--- src/rtl/countdown_alert.sv ---
// countdown_alert: MM:SS countdown alarm timer driving four 7-segment digits.
// Buttons load minutes/seconds and start/pause the count. Reaching 00:00
// raises a blinking alarm, which ends on any button press or after
// ALARM_TICKS one-second ticks.
module countdown_alert #(
  parameter int TICK_DIV    = 50000000,
  parameter int ALARM_TICKS = 30
) (
  input  logic       clk,
  input  logic [3:0] KEY,
  output logic [6:0] hex0,
  output logic [6:0] hex1,
  output logic [6:0] hex2,
  output logic [6:0] hex3,
  output logic       alarm,
  output logic [3:0] ledr,
  output logic       running
);

  localparam int TW = (TICK_DIV > 1) ? $clog2(TICK_DIV) : 1;
  localparam int AW = (ALARM_TICKS > 1) ? $clog2(ALARM_TICKS + 1) : 1;
  localparam logic [TW-1:0] TICK_LAST  = TW'(TICK_DIV - 1);
  localparam logic [AW-1:0] ALARM_LAST = AW'(ALARM_TICKS - 1);

  typedef enum logic [1:0] {
    S_SET   = 2'd0,
    S_RUN   = 2'd1,
    S_PAUSE = 2'd2,
    S_ALARM = 2'd3
  } state_t;

  logic rst_n;
  assign rst_n = KEY[0];

  // Active-low 7-segment encoding of a single decimal digit.
  function automatic logic [6:0] seg7(input logic [5:0] d);
    case (d)
      6'd0:    seg7 = 7'b1000000;
      6'd1:    seg7 = 7'b1111001;
      6'd2:    seg7 = 7'b0100100;
      6'd3:    seg7 = 7'b0110000;
      6'd4:    seg7 = 7'b0011001;
      6'd5:    seg7 = 7'b0010010;
      6'd6:    seg7 = 7'b0000010;
      6'd7:    seg7 = 7'b1111000;
      6'd8:    seg7 = 7'b0000000;
      6'd9:    seg7 = 7'b0010000;
      default: seg7 = 7'b1111111;
    endcase
  endfunction

  // Index 0 = start/pause/ack, 1 = minute+1, 2 = second+1.
  logic [2:0] key_p0, key_p1, key_p2;
  logic [2:0] press;

  state_t          state_q, state_d;
  logic [5:0]      min_q, min_d;
  logic [5:0]      sec_q, sec_d;
  logic [TW-1:0]   tcnt_q, tcnt_d;
  logic [AW-1:0]   acnt_q, acnt_d;
  logic            blink_q, blink_d;
  logic            tick;

  // Button synchronizer stage p0/p1 plus delay stage p2; reset to the
  // released level so reset never manufactures a press.
  always_ff @(posedge clk or negedge rst_n) begin
    if (!rst_n) begin
      key_p0 <= 3'b111;
      key_p1 <= 3'b111;
      key_p2 <= 3'b111;
    end else begin
      key_p0 <= KEY[3:1];
      key_p1 <= key_p0;
      key_p2 <= key_p1;
    end
  end

  // A press is the synchronized 1->0 transition, one cycle long.
  assign press = key_p2 & ~key_p1;

  // State, time, tick and alarm registers.
  always_ff @(posedge clk or negedge rst_n) begin
    if (!rst_n) begin
      state_q <= S_SET;
      min_q   <= '0;
      sec_q   <= '0;
      tcnt_q  <= '0;
      acnt_q  <= '0;
      blink_q <= 1'b0;
    end else begin
      state_q <= state_d;
      min_q   <= min_d;
      sec_q   <= sec_d;
      tcnt_q  <= tcnt_d;
      acnt_q  <= acnt_d;
      blink_q <= blink_d;
    end
  end

  // Next-state logic: edits in SET, countdown in RUN, alarm timing in ALARM.
  // A button press always takes priority over a coincident tick.
  always_comb begin
    state_d = state_q;
    min_d   = min_q;
    sec_d   = sec_q;
    tcnt_d  = tcnt_q;
    acnt_d  = acnt_q;
    blink_d = blink_q;
    tick    = 1'b0;

    if (state_q == S_RUN || state_q == S_ALARM) begin
      tick   = (tcnt_q == TICK_LAST);
      tcnt_d = tick ? '0 : tcnt_q + 1'b1;
    end

    case (state_q)
      S_SET: begin
        if (press[1]) min_d = (min_q == 6'd59) ? 6'd0 : min_q + 6'd1;
        if (press[2]) sec_d = (sec_q == 6'd59) ? 6'd0 : sec_q + 6'd1;
        if (press[0] && (min_q != 6'd0 || sec_q != 6'd0)) begin
          state_d = S_RUN;
          tcnt_d  = '0;
        end
      end
      S_RUN: begin
        if (press[0]) begin
          state_d = S_PAUSE;
        end else if (tick) begin
          if (sec_q != 6'd0) begin
            sec_d = sec_q - 6'd1;
          end else begin
            min_d = min_q - 6'd1;
            sec_d = 6'd59;
          end
          if (min_q == 6'd0 && sec_q == 6'd1) begin
            state_d = S_ALARM;
            blink_d = 1'b1;
            acnt_d  = '0;
          end
        end
      end
      S_PAUSE: begin
        if (press[0]) state_d = S_RUN;
      end
      S_ALARM: begin
        if (press != 3'b000) begin
          state_d = S_SET;
          blink_d = 1'b0;
          acnt_d  = '0;
        end else if (tick) begin
          if (acnt_q == ALARM_LAST) begin
            state_d = S_SET;
            blink_d = 1'b0;
            acnt_d  = '0;
          end else begin
            blink_d = ~blink_q;
            acnt_d  = acnt_q + 1'b1;
          end
        end
      end
      default: state_d = S_SET;
    endcase
  end

  // Registered digit stage: hex follows the time registers by one edge.
  always_ff @(posedge clk or negedge rst_n) begin
    if (!rst_n) begin
      hex0 <= 7'b1000000;
      hex1 <= 7'b1000000;
      hex2 <= 7'b1000000;
      hex3 <= 7'b1000000;
    end else begin
      hex0 <= seg7(sec_q % 6'd10);
      hex1 <= seg7(sec_q / 6'd10);
      hex2 <= seg7(min_q % 6'd10);
      hex3 <= seg7(min_q / 6'd10);
    end
  end

  assign alarm   = (state_q == S_ALARM);
  assign running = (state_q == S_RUN);
  assign ledr    = {4{blink_q}};

endmodule

--- config.mk ---
export PLATFORM = sky130hd
export DESIGN_NAME = countdown_alert
export DESIGN_NICKNAME = d
export VERILOG_FILES = /design/src/rtl/countdown_alert.sv
export SDC_FILE = /design/constraint.sdc
export NUM_CORES = 1
export LEC_CHECK = 0
export CAP_MARGIN = 20
export CORE_MARGIN = 3
export CORE_UTILIZATION = 42
export DETAILED_ROUTE_END_ITERATION = 6
export GPL_TIMING_DRIVEN = 0
export PLACE_DENSITY = 0.65
export SLEW_MARGIN = 20
export SYNTH_ARGS = -nofsm -noshare
export SYNTH_HDL_FRONTEND = slang
export SYNTH_SLANG_ARGS = --single-unit
--- constraint.sdc ---
create_clock -name clk -period 3.55 [get_ports clk]
set_input_delay 0.5325 -clock clk [delete_from_list [all_inputs] [get_ports clk]]
set_output_delay 0.5325 -clock clk [all_outputs]
set_load 0.05 [all_outputs]
==> metrics.txt, run 1 <==
Synth area leader=dfrtp_1; skew final=0.00493 ns; Cell Area, Placed=about 5400 um^2; Post-CTS Setup Inserts=0; Max IR drop VDD=roughly 0.00058 V; GRT Total Usage=about 17%; Arr. time, crit path=2.78 ns; post_cts resized=0; CP top delay family=buffers and inverters; Buffers on Ports=38; DP Worst Slack=just over 0.6 ns; Ant. Diodes=0; post-synthesis register bit count=between 80 and 90; CP Launch Type=flip-flop; Avg Cell Area, Syn=around 9.1 um^2; Critical Path Fanout Max=10; detailed-route wire length per cell=about 14 um; Post-DP HPWL=approximately 7.4 mm; Cell variety after synth=~70; IO Count=39; final hold violation count=0; Syn Std Cell Area=slightly below 5000 um^2; final wirelength=just over 10 mm; Final setup viols=0; post-synthesis sequential area ratio=43.1%; Synthesized Nets=between 500 and 600; GRT Residual Overflow=0; Synth Area in Adders=under 10%; max-slew violation count=0; xor/xnor share of the synthesized area=under 10%; layout cells sized above 1=under 10%; Fillers=between 1k and 1.5k; # DRC=0; Pre-Repair DR Iteration Count=6; Synth Warn #=0; number of synthesized flops with an enable pin=0; Starting Density=between 40% and 50%; register area=around 2100 um^2; critical path required time=between 3 and 4 ns; Syn Inst Count=533; number of DRC markers in iteration 0=between 200 and 250; first-pass GRT wire length=18.1 mm; final instance area=between 5000 and 6000 um^2; clock sink total=83; slowest CP cell=clkdlybuf4s50_1; std cell rows=38; main combinational cell family by area after synthesis=simple AND/OR/NAND/NOR gates; Most used DFF post-synth=dfrtp_1; crit end category=output port; vias in the first global route=around 4k; core footprint=about 11000 um^2; top-area cell type share of the netlist area=between 30 and 40%; worst-skew pair later-pin latency=0.33 ns; Bufs on Longest Clock Path=2; Die ar.=between 10000 and 15000 um^2; CTS clk-pin slew, worst paths=around 0.060 ns; CTS tree=yes; Vias/cell=roughly 5.5; Bufs and invs on worst path=4; Crit Path Category=flip-flop to output port; width of the die=~110 um; Root Buffer=clkbuf_16; CP Cell Sequence=inv_1, nand2_1, inv_2, buf_1, clkdlybuf4s50_1; RSZ-0062 raised after global routing=no; setup tns final=0 ns; Hold-fix buffers, CTS=0; normalized max-slew margin=55.2%; Hold Path Class=input port to asynchronous set/reset pin; fin crit share=approximately 93%; RePlAce Congestion=about 0.9; Slew @ Worst Pin=approximately 0.67 ns; setup ws final=roughly 0.24 ns; post-synthesis compound-gate area fraction=between 15 and 20%; multi-input logic area=2570 um^2; top cells by area, synth=dfrtp_1 (36%), dfstp_2 (7.0%), ha_1 (6.7%), nor2_1 (5.3%), nand2_1 (3.6%); Max Fclk=302 MHz; CTS Buf Count=9; Slowest Stage Delay on Critical Path=approximately 0.9 ns; largest net degree at the start of global routing=between 50 and 60; Tmin final=3.31 ns; Max-cap violations=0; area grow syn2layout=18.6%; PwrDens=~990 nW/um^2; post-route ant nets=0; multiplexer share of the synthesized area=1.93%; most frequent cell after synthesis=dfrtp_1; Die Ht=about 110 um; asr flop ratio synth=100%; top post-synthesis cells by count=dfrtp_1 (70), nor2_1 (69), nand2_1 (46), a21oi_1 (26), ha_1 (26); Via Count=4000; P_leak=between 2 and 2.5 nW; Final nets=between 600 and 700; H-tree levels=3; outcome=completed; Post-Synth Simple-Gate Area=between 20% and 30%; initial antenna violation count=0
[power by group]
| group | internal, mW | switching (mW) | total (mW) | leakage, nW |
|---|---|---|---|---|
| clock | 0.654 | 0.369 | 1.02 | 0.159 |
| sequential | 1.26 | 0.162 | 1.42 | 1.04 |
| combinational | 1.18 | 2.08 | 3.27 | 1.27 |
| total | 3.09 | 2.61 | 5.71 | 2.47 |
[flip-flops by register name, indices dropped and copies added (netlist names), 5 cells and up]
| name | flops |
|---|---|
| hex0 | 7 |
| sec_q | 6 |
| hex1 | 7 |
| tcnt_q | 26 |
| min_q | 6 |
| acnt_q | 5 |
| hex2 | 7 |
| hex3 | 7 |
[kinds of logic after synthesis]
family / Yosys count
buffers and inverters: 49
multiplexers: 9
AO/OA/AOI/OAI: 113
flip-flops: 83
XOR/XNOR: 33
AND/OR/NAND/NOR: 220
adder cells (fa/ha/maj): 26
[cell usage in the layout (no fill, tap or decap), types with 4 or more instances in the layout]
master / n
nand2_1: 46
o31ai_1: 6
nor2_1: 69
xor2_1: 14
a31oi_1: 8
nand3_1: 16
nor2b_1: 12
a21oi_1: 26
clkbuf_1: 19
and3_1: 8
a22oi_1: 4
mux2i_1: 6
nand4_1: 12
nand3b_1: 4
ha_1: 26
dfstp_2: 13
inv_1: 19
a21o_1: 4
clkbuf_16: 9
xnor2_1: 19
nor3_1: 10
o22ai_1: 4
o21ai_0: 17
nand2b_1: 9
nor4_1: 4
and2_1: 10
clkdlybuf4s50_1: 37
o21ai_1: 14
buf_4: 5
dfrtp_1: 70
[layout make-up]
class / instances / area share, %
clock buffers: 12 / 4.45
well taps: 140 / 3.04
repair buffers: 39 / 6.90
flip-flops and latches: 83 / 36.3
plain buffers: 28 / 2.15
clock inverters: 4 / 1.26
multi-input cells: 401 / 44.5
inverters: 21 / 1.37
[stage by stage]
step / power [mW] / hold slack, ns / std cells / util [%]
CTS: 5.76 / 0.258 / 728 / 52.0
floorplan: 3.88 / 0.237 / 533 / -
detailed placement: 4.70 / 0.347 / 712 / 49.1
global placement: 4.63 / 0.347 / 711 / 48.9
global route: 6.19 / 0.279 / 728 / 52.0
finish: 5.71 / 0.233 / 728 / 52.0
[worst register-to-register path, stage by stage, from the launching register on]
cell      delay, ns
dfrtp_1        0.39
clkbuf_1       0.37
inv_1          0.24
ha_1           0.32
a211o_1        0.25
a311o_1        0.35
and2_1         0.18
ha_1           0.29
a22oi_1        0.17
o21ai_1        0.08
[worst paths after layout]
kind | start | slack [ns] | end | cells past startpoint
setup / recovery | state_q[1] | 0.24 | running | 5
hold / removal | KEY[0] | 0.23 | tcnt_q[25] | 1
setup reg to reg | min_q[0] | 0.77 | hex2[3] | 9
hold reg to reg | key_p0[1] | 0.36 | key_p1[1] | 0
max in group asynchronous | KEY[0] | 2.64 | hex3[6] | 2
min in group clk | key_p0[1] | 0.36 | key_p1[1] | 0
[per-layer routing]
metal  wire length [um]  up-vias  GRT usage [%]
li1                   -     1967              -
met2               4880       88           27.1
met5                  0        -              0
met1               4850     1931           23.2
met4                157        0           5.93
met3                421       14           3.18
Power figures use the tool's default switching activity.
==> inputs of run 2 (changes only) <==
--- a/config.mk
+++ b/config.mk
@@ -8,9 +8,11 @@
 export CAP_MARGIN = 20
 export CORE_MARGIN = 3
 export CORE_UTILIZATION = 42
+export CTS_CLUSTER_SIZE = 12
 export DETAILED_ROUTE_END_ITERATION = 6
 export GPL_TIMING_DRIVEN = 0
 export PLACE_DENSITY = 0.65
+export REMOVE_ABC_BUFFERS = 1
 export SLEW_MARGIN = 20
 export SYNTH_ARGS = -nofsm -noshare
 export SYNTH_HDL_FRONTEND = slang
==> run 2 against run 1 <==
Global-route usage is 1.1 points lower; sequential share of layout area up 0.89 points; die area unchanged; first-iteration DRC count down 12%; design area shrank 2.4%; cell count shrank 3.8%; combinational power is 10% lower; routed wire length down 7.0%; clock-buffer cell count fell by 3; non-clock buffer count shrank 28; largest cell class unchanged.
==> metrics.txt, run 2 (synthesis gave the netlist of run 1 again) <==
Die Ht=114 um (unchanged); RePlAce Congestion=0.849 (-5.5%); CTS clk-pin slew, worst paths=0.07 ns (about the same); Bufs on Longest Clock Path=2 (unchanged); Max IR drop VDD=0.000619 V (+6.8%); FF-to-FF setup slack=0.71 ns (-0.06 ns); most flop-heavy register=tcnt_q; met2 usage=24.7% (-2.4 points); Post-CTS Setup Inserts=0 (unchanged); vias in the first global route=3573 (-8.7%); sw frac=47.0% (+1.2 points); Seq pwr share=29.3% (+4.4 points); Ant. Diodes=0 (unchanged); fin crit share=92.0% (-1.4 points); normalized max-slew margin=38.0% (-17 points); Crit Path Category=flip-flop to output port; H-tree levels=3 (unchanged); Max Fclk=306 MHz (+1.5%); layout cells sized above 1=7.68% (-0.65 points); setup ws final=0.286 ns (+0.0488 ns); Tmin final=3.26 ns (-0.0488 ns); Hold-fix buffers, CTS=0 (unchanged); IO Count=39 (unchanged); # DRC=0 (unchanged); met1 usage=22.4% (-0.85 points); Final nets=586 (-4.6%); Slew @ Worst Pin=0.930 ns (+0.258 ns); Critical Path Fanout Max=19 (+9); width of the die=114 um (unchanged); P_leak=2.40 nW (-2.5%); Post-Place Cells=684 (-3.9%); final hold violation count=0 (unchanged); Starting Density=43.9% (unchanged); GRT Total Usage=15.9% (-1.1 points); largest net degree at the start of global routing=58 (+9.4%); combinational share of power=53.2% (-4.0 points); Pre-Repair DR Iteration Count=4 (-2); Via Count=3815 (-4.6%); worst hold margin=0.100 ns (-0.133 ns); CTS tree=yes; PwrDens=982 nW/um^2 (-0.80%); RSZ-0062 raised after global routing=no; crit end category=output port; Vias/cell=5.45 (-0.81%); most frequent cells in the layout=dfrtp_1 (70), nor2_1 (69), nand2_1 (46); Reg2Reg Depth=5 (-4); Buffers on Ports=38 (unchanged); Fillers=1053 (+4.8%); GR Layer Usage met3=3.13% (-0.053 points); area grow syn2layout=15.7%; Final setup viols=0 (unchanged); Clk pwr share=17.4% (-0.5 points); layer with the highest usage=met2; post-route ant nets=0 (unchanged); outcome=completed; core footprint=11100 um^2 (unchanged); critical path required time=3.02 ns (about the same); CP Launch Type=flip-flop; Cell Int Power=2.93 mW (-5.3%); terminus of the critical flop-to-flop path=tcnt_q[15]; worst-skew pair later-pin latency=0.34 ns (about the same); Root Buffer=clkbuf_16; Hold Path Class=input port to asynchronous set/reset pin; Die ar.=12900 um^2 (unchanged); Post-DP HPWL=6.77 mm (-9.0%); final wirelength=9.58 mm (-7.0%); GRT Residual Overflow=0 (unchanged); clock sink total=83 (unchanged); detailed-route wire length per cell=13.7 um (-3.3%); Pwr Total=5.53 mW (-3.2%); max reg flops=26 (unchanged); std cell rows=38 (unchanged); CTS Buf Count=9 (unchanged); Reg-to-Reg Start=tcnt_q[11]; NetSw=2.60 mW (-0.68%); max-slew violation count=0 (unchanged); Max-cap violations=0 (unchanged); first-pass GRT wire length=16.9 mm (-6.8%); initial antenna violation count=0 (unchanged); Arr. time, crit path=2.73 ns (-0.05 ns); DP Worst Slack=0.675 ns (+0.0604 ns); commonest non-fill, non-tap cell in the layout=dfrtp_1; final instance area=5630 um^2 (-2.4%); fin cells=700 (-3.8%); skew final=0.0123 ns (+0.00740 ns); number of DRC markers in iteration 0=214 (-12%); post_cts resized=0 (unchanged); Cell Area, Placed=5320 um^2 (-2.1%)
run 2: power groups by stage:
stage               Sequential, mW  Clock (mW)  Combinational, mW
floorplan                     2.14           0               1.64
global placement              1.62           0               2.88
detailed placement            1.63           0               2.95
CTS                           1.62       0.996               2.97
global route                  1.68        1.03               3.29
finish                        1.62       0.964               2.94
run 2: worst max path at each step:
stage                 end  startpoint  cells past startpoint
5_1_grt           running  state_q[0]                      3
4_1_cts           running  state_q[0]                      3
2_1_floorplan   acnt_q[4]  state_q[0]                      4
3_5_place_dp   tcnt_q[15]  tcnt_q[11]                      5
3_3_place_gp      hex2[3]      KEY[0]                      1
6_report          running  state_q[0]                      3
run 2: stage by stage:
stage | utilization (%) | setup TNS (ns)
after floorplan | - | 0
final | 50.8 | 0
after detailed placement | 48.0 | 0
after global routing | 50.8 | 0
after CTS | 50.8 | 0
after global placement | 47.8 | -71.28
run 2: cell type report:
class	instances	area (um^2)	area share, %
multi-input cells	401	2570	45.6
flip-flops and latches	83	2090	37.2
repair buffers	39	405	7.20
clock buffers	9	225	4.00
well taps	140	175	3.11
clock inverters	7	82.6	1.47
inverters	21	78.8	1.40
run 2: critical path, stage by stage (launching register included):
cell and delay, ns:
dfrtp_1 0.74, nand2_1 0.40, inv_2 0.37, clkdlybuf4s50_1 0.88
run 2: per-layer routing:
metal  vias to the layer above  wire length (um)  part of all wire (%)
met5                         -                 0                     0
met2                        59              4510                    47
met4                         0                80                  0.83
li1                       1914                 -                     -
met1                      1835              4700                    49
met3                         7               287                   3.0
==> inputs of run 3 (changes only) <==
--- a/config.mk
+++ b/config.mk
@@ -6,12 +6,15 @@
 export NUM_CORES = 1
 export LEC_CHECK = 0
 export CAP_MARGIN = 20
+export CELL_PAD_IN_SITES_DETAIL_PLACEMENT = 0
+export CELL_PAD_IN_SITES_GLOBAL_PLACEMENT = 1
 export CORE_MARGIN = 3
 export CORE_UTILIZATION = 42
 export CTS_CLUSTER_SIZE = 12
 export DETAILED_ROUTE_END_ITERATION = 6
 export GPL_TIMING_DRIVEN = 0
-export PLACE_DENSITY = 0.65
+export HOLD_SLACK_MARGIN = 0.05
+export PLACE_DENSITY = 0.79
 export REMOVE_ABC_BUFFERS = 1
 export SLEW_MARGIN = 20
 export SYNTH_ARGS = -nofsm -noshare
==> run 3 against run 2 <==
Power up 0.28%; maximum frequency is 0.35% lower; clock skew decreased by 0.0066 ns; routed wire length increased by 2.0%.
==> metrics.txt, run 3 (synthesis gave the netlist of run 1 again) <==
first-pass GRT wire length=16.9 mm (+0.49%); max reg flops=26 (unchanged); Arr. time, crit path=2.74 ns (about the same); Post-DP HPWL=7.00 mm (+3.4%); critical path required time=3.02 ns (about the same); post-route ant nets=0 (unchanged); Critical Path Fanout Max=19 (unchanged); Buffers on Ports=38 (unchanged); Hold-fix buffers, CTS=0 (unchanged); Max-cap violations=0 (unchanged); Crit Path Category=flip-flop to output port; layout cells sized above 1=7.68% (unchanged); Ant. Diodes=0 (unchanged); Die ar.=12900 um^2 (unchanged); Max Fclk=305 MHz (-0.35%); detailed-route wire length per cell=14.0 um (+2.0%); Max IR drop VDD=0.000589 V (-4.8%); CP Launch Type=flip-flop; most frequent cells in the layout=dfrtp_1 (70), nor2_1 (69), nand2_1 (46); Vias/cell=5.47 (+0.29%); Slew @ Worst Pin=0.950 ns (+0.0203 ns); Hold Path Class=input port to asynchronous set/reset pin; RSZ-0062 raised after global routing=no; clock sink total=83 (unchanged); width of the die=114 um (unchanged); IO Count=39 (unchanged); initial antenna violation count=0 (unchanged); core footprint=11100 um^2 (unchanged); FF-to-FF setup slack=0.69 ns (-0.02 ns); H-tree levels=3 (unchanged); P_leak=2.40 nW (about the same); Root Buffer=clkbuf_16; crit end category=output port; fin crit share=92.3% (+0.32 points); commonest non-fill, non-tap cell in the layout=dfrtp_1; most flop-heavy register=tcnt_q; PwrDens=984 nW/um^2 (+0.19%); CTS Buf Count=9 (unchanged); GRT Residual Overflow=0 (unchanged); slowest CP cell=clkdlybuf4s50_1; Slowest Stage Delay on Critical Path=0.88 ns (about the same); number of DRC markers in iteration 0=194 (-9.3%); GRT Total Usage=15.9% (+0.023 points); std cell rows=38 (unchanged); RePlAce Congestion=0.788 (-7.2%); largest net degree at the start of global routing=53 (-8.6%); final wirelength=9.77 mm (+2.0%); final hold violation count=0 (unchanged); CTS clk-pin slew, worst paths=0.07 ns (about the same); vias in the first global route=3495 (-2.2%); Bufs on Longest Clock Path=2 (unchanged); post_cts resized=0 (unchanged); outcome=completed; area grow syn2layout=15.8% (about the same); Pre-Repair DR Iteration Count=4 (unchanged); # DRC=0 (unchanged); CTS tree=yes; Via Count=3826 (+0.29%); skew final=0.00572 ns (-0.00661 ns); Final Util=50.8% (about the same); worst-skew pair later-pin latency=0.34 ns (about the same); Final setup viols=0 (unchanged); Tmin final=3.28 ns (+0.0115 ns); Starting Density=43.9% (unchanged); normalized max-slew margin=36.6% (-1.4 points); Post-CTS Setup Inserts=0 (unchanged); CP Cell Sequence=nand2_1, inv_2, clkdlybuf4s50_1; Die Ht=114 um (unchanged); Final nets=586 (unchanged); setup tns final=0 ns (unchanged); max-slew violation count=0 (unchanged)
run 3: path summary, 6_finish.rpt:
check,endpoint,from,depth (start not counted)
max,running,state_q[0],3
min,tcnt_q[15],KEY[0],1
max reg2reg,tcnt_q[9],tcnt_q[11],5
min reg2reg,key_p1[2],key_p0[2],0
max in group asynchronous,hex2[6],KEY[0],2
min in group clk,key_p1[2],key_p0[2],0
run 3: per-layer routing:
layer | track usage [%] | share of wire [%] | vias up
li1 | - | - | 1913
met1 | 23.5 | 51 | 1856
met2 | 23.7 | 45 | 48
met3 | 2.86 | 2.3 | 9
met4 | 5.05 | 1.1 | 0
met5 | 0 | 0 | -
run 3: layout make-up:
| class | count | area [um^2] |
|---|---|---|
| fill | 1060 | 5450 |
| timing repair buffer | 39 | 405 |
| clock inverter | 5 | 60.1 |
| tap | 140 | 175 |
| clock buffer | 11 | 253 |
| multi-input combinational | 401 | 2570 |
| inverter | 21 | 78.8 |
| sequential | 83 | 2090 |
run 3: report_power, final:
group / leakage, nW / switching [mW] / internal, mW / total (mW)
Clock: 0.152 / 0.390 / 0.586 / 0.977
Sequential: 1.04 / 0.372 / 1.25 / 1.63
Combinational: 1.21 / 1.82 / 1.12 / 2.94
Total: 2.40 / 2.59 / 2.96 / 5.54
run 3: through the flow:
| step | hold WS (ns) | area [um^2] | instances | power, mW | worst slack, ns |
|---|---|---|---|---|---|
| detailed placement | 0.347 | 5320 | 684 | 4.59 | 0.619 |
| finish | 0.128 | 5630 | 700 | 5.54 | 0.274 |
| global placement | 0.345 | 5290 | 683 | 4.54 | -1.04 |
| CTS | 0.142 | 5630 | 700 | 5.60 | 0.241 |
| floorplan | 0.237 | 4740 | 505 | 3.78 | 0.971 |
| global route | 0.160 | 5630 | 700 | 6.01 | 0.107 |
run 3: worst max-delay path: cells and delay by family, from the launching register on:
kind	cells	cell delay (ns)
buffers and inverters	2	1.26
flip-flops	1	0.73
AND/OR/NAND/NOR	1	0.41
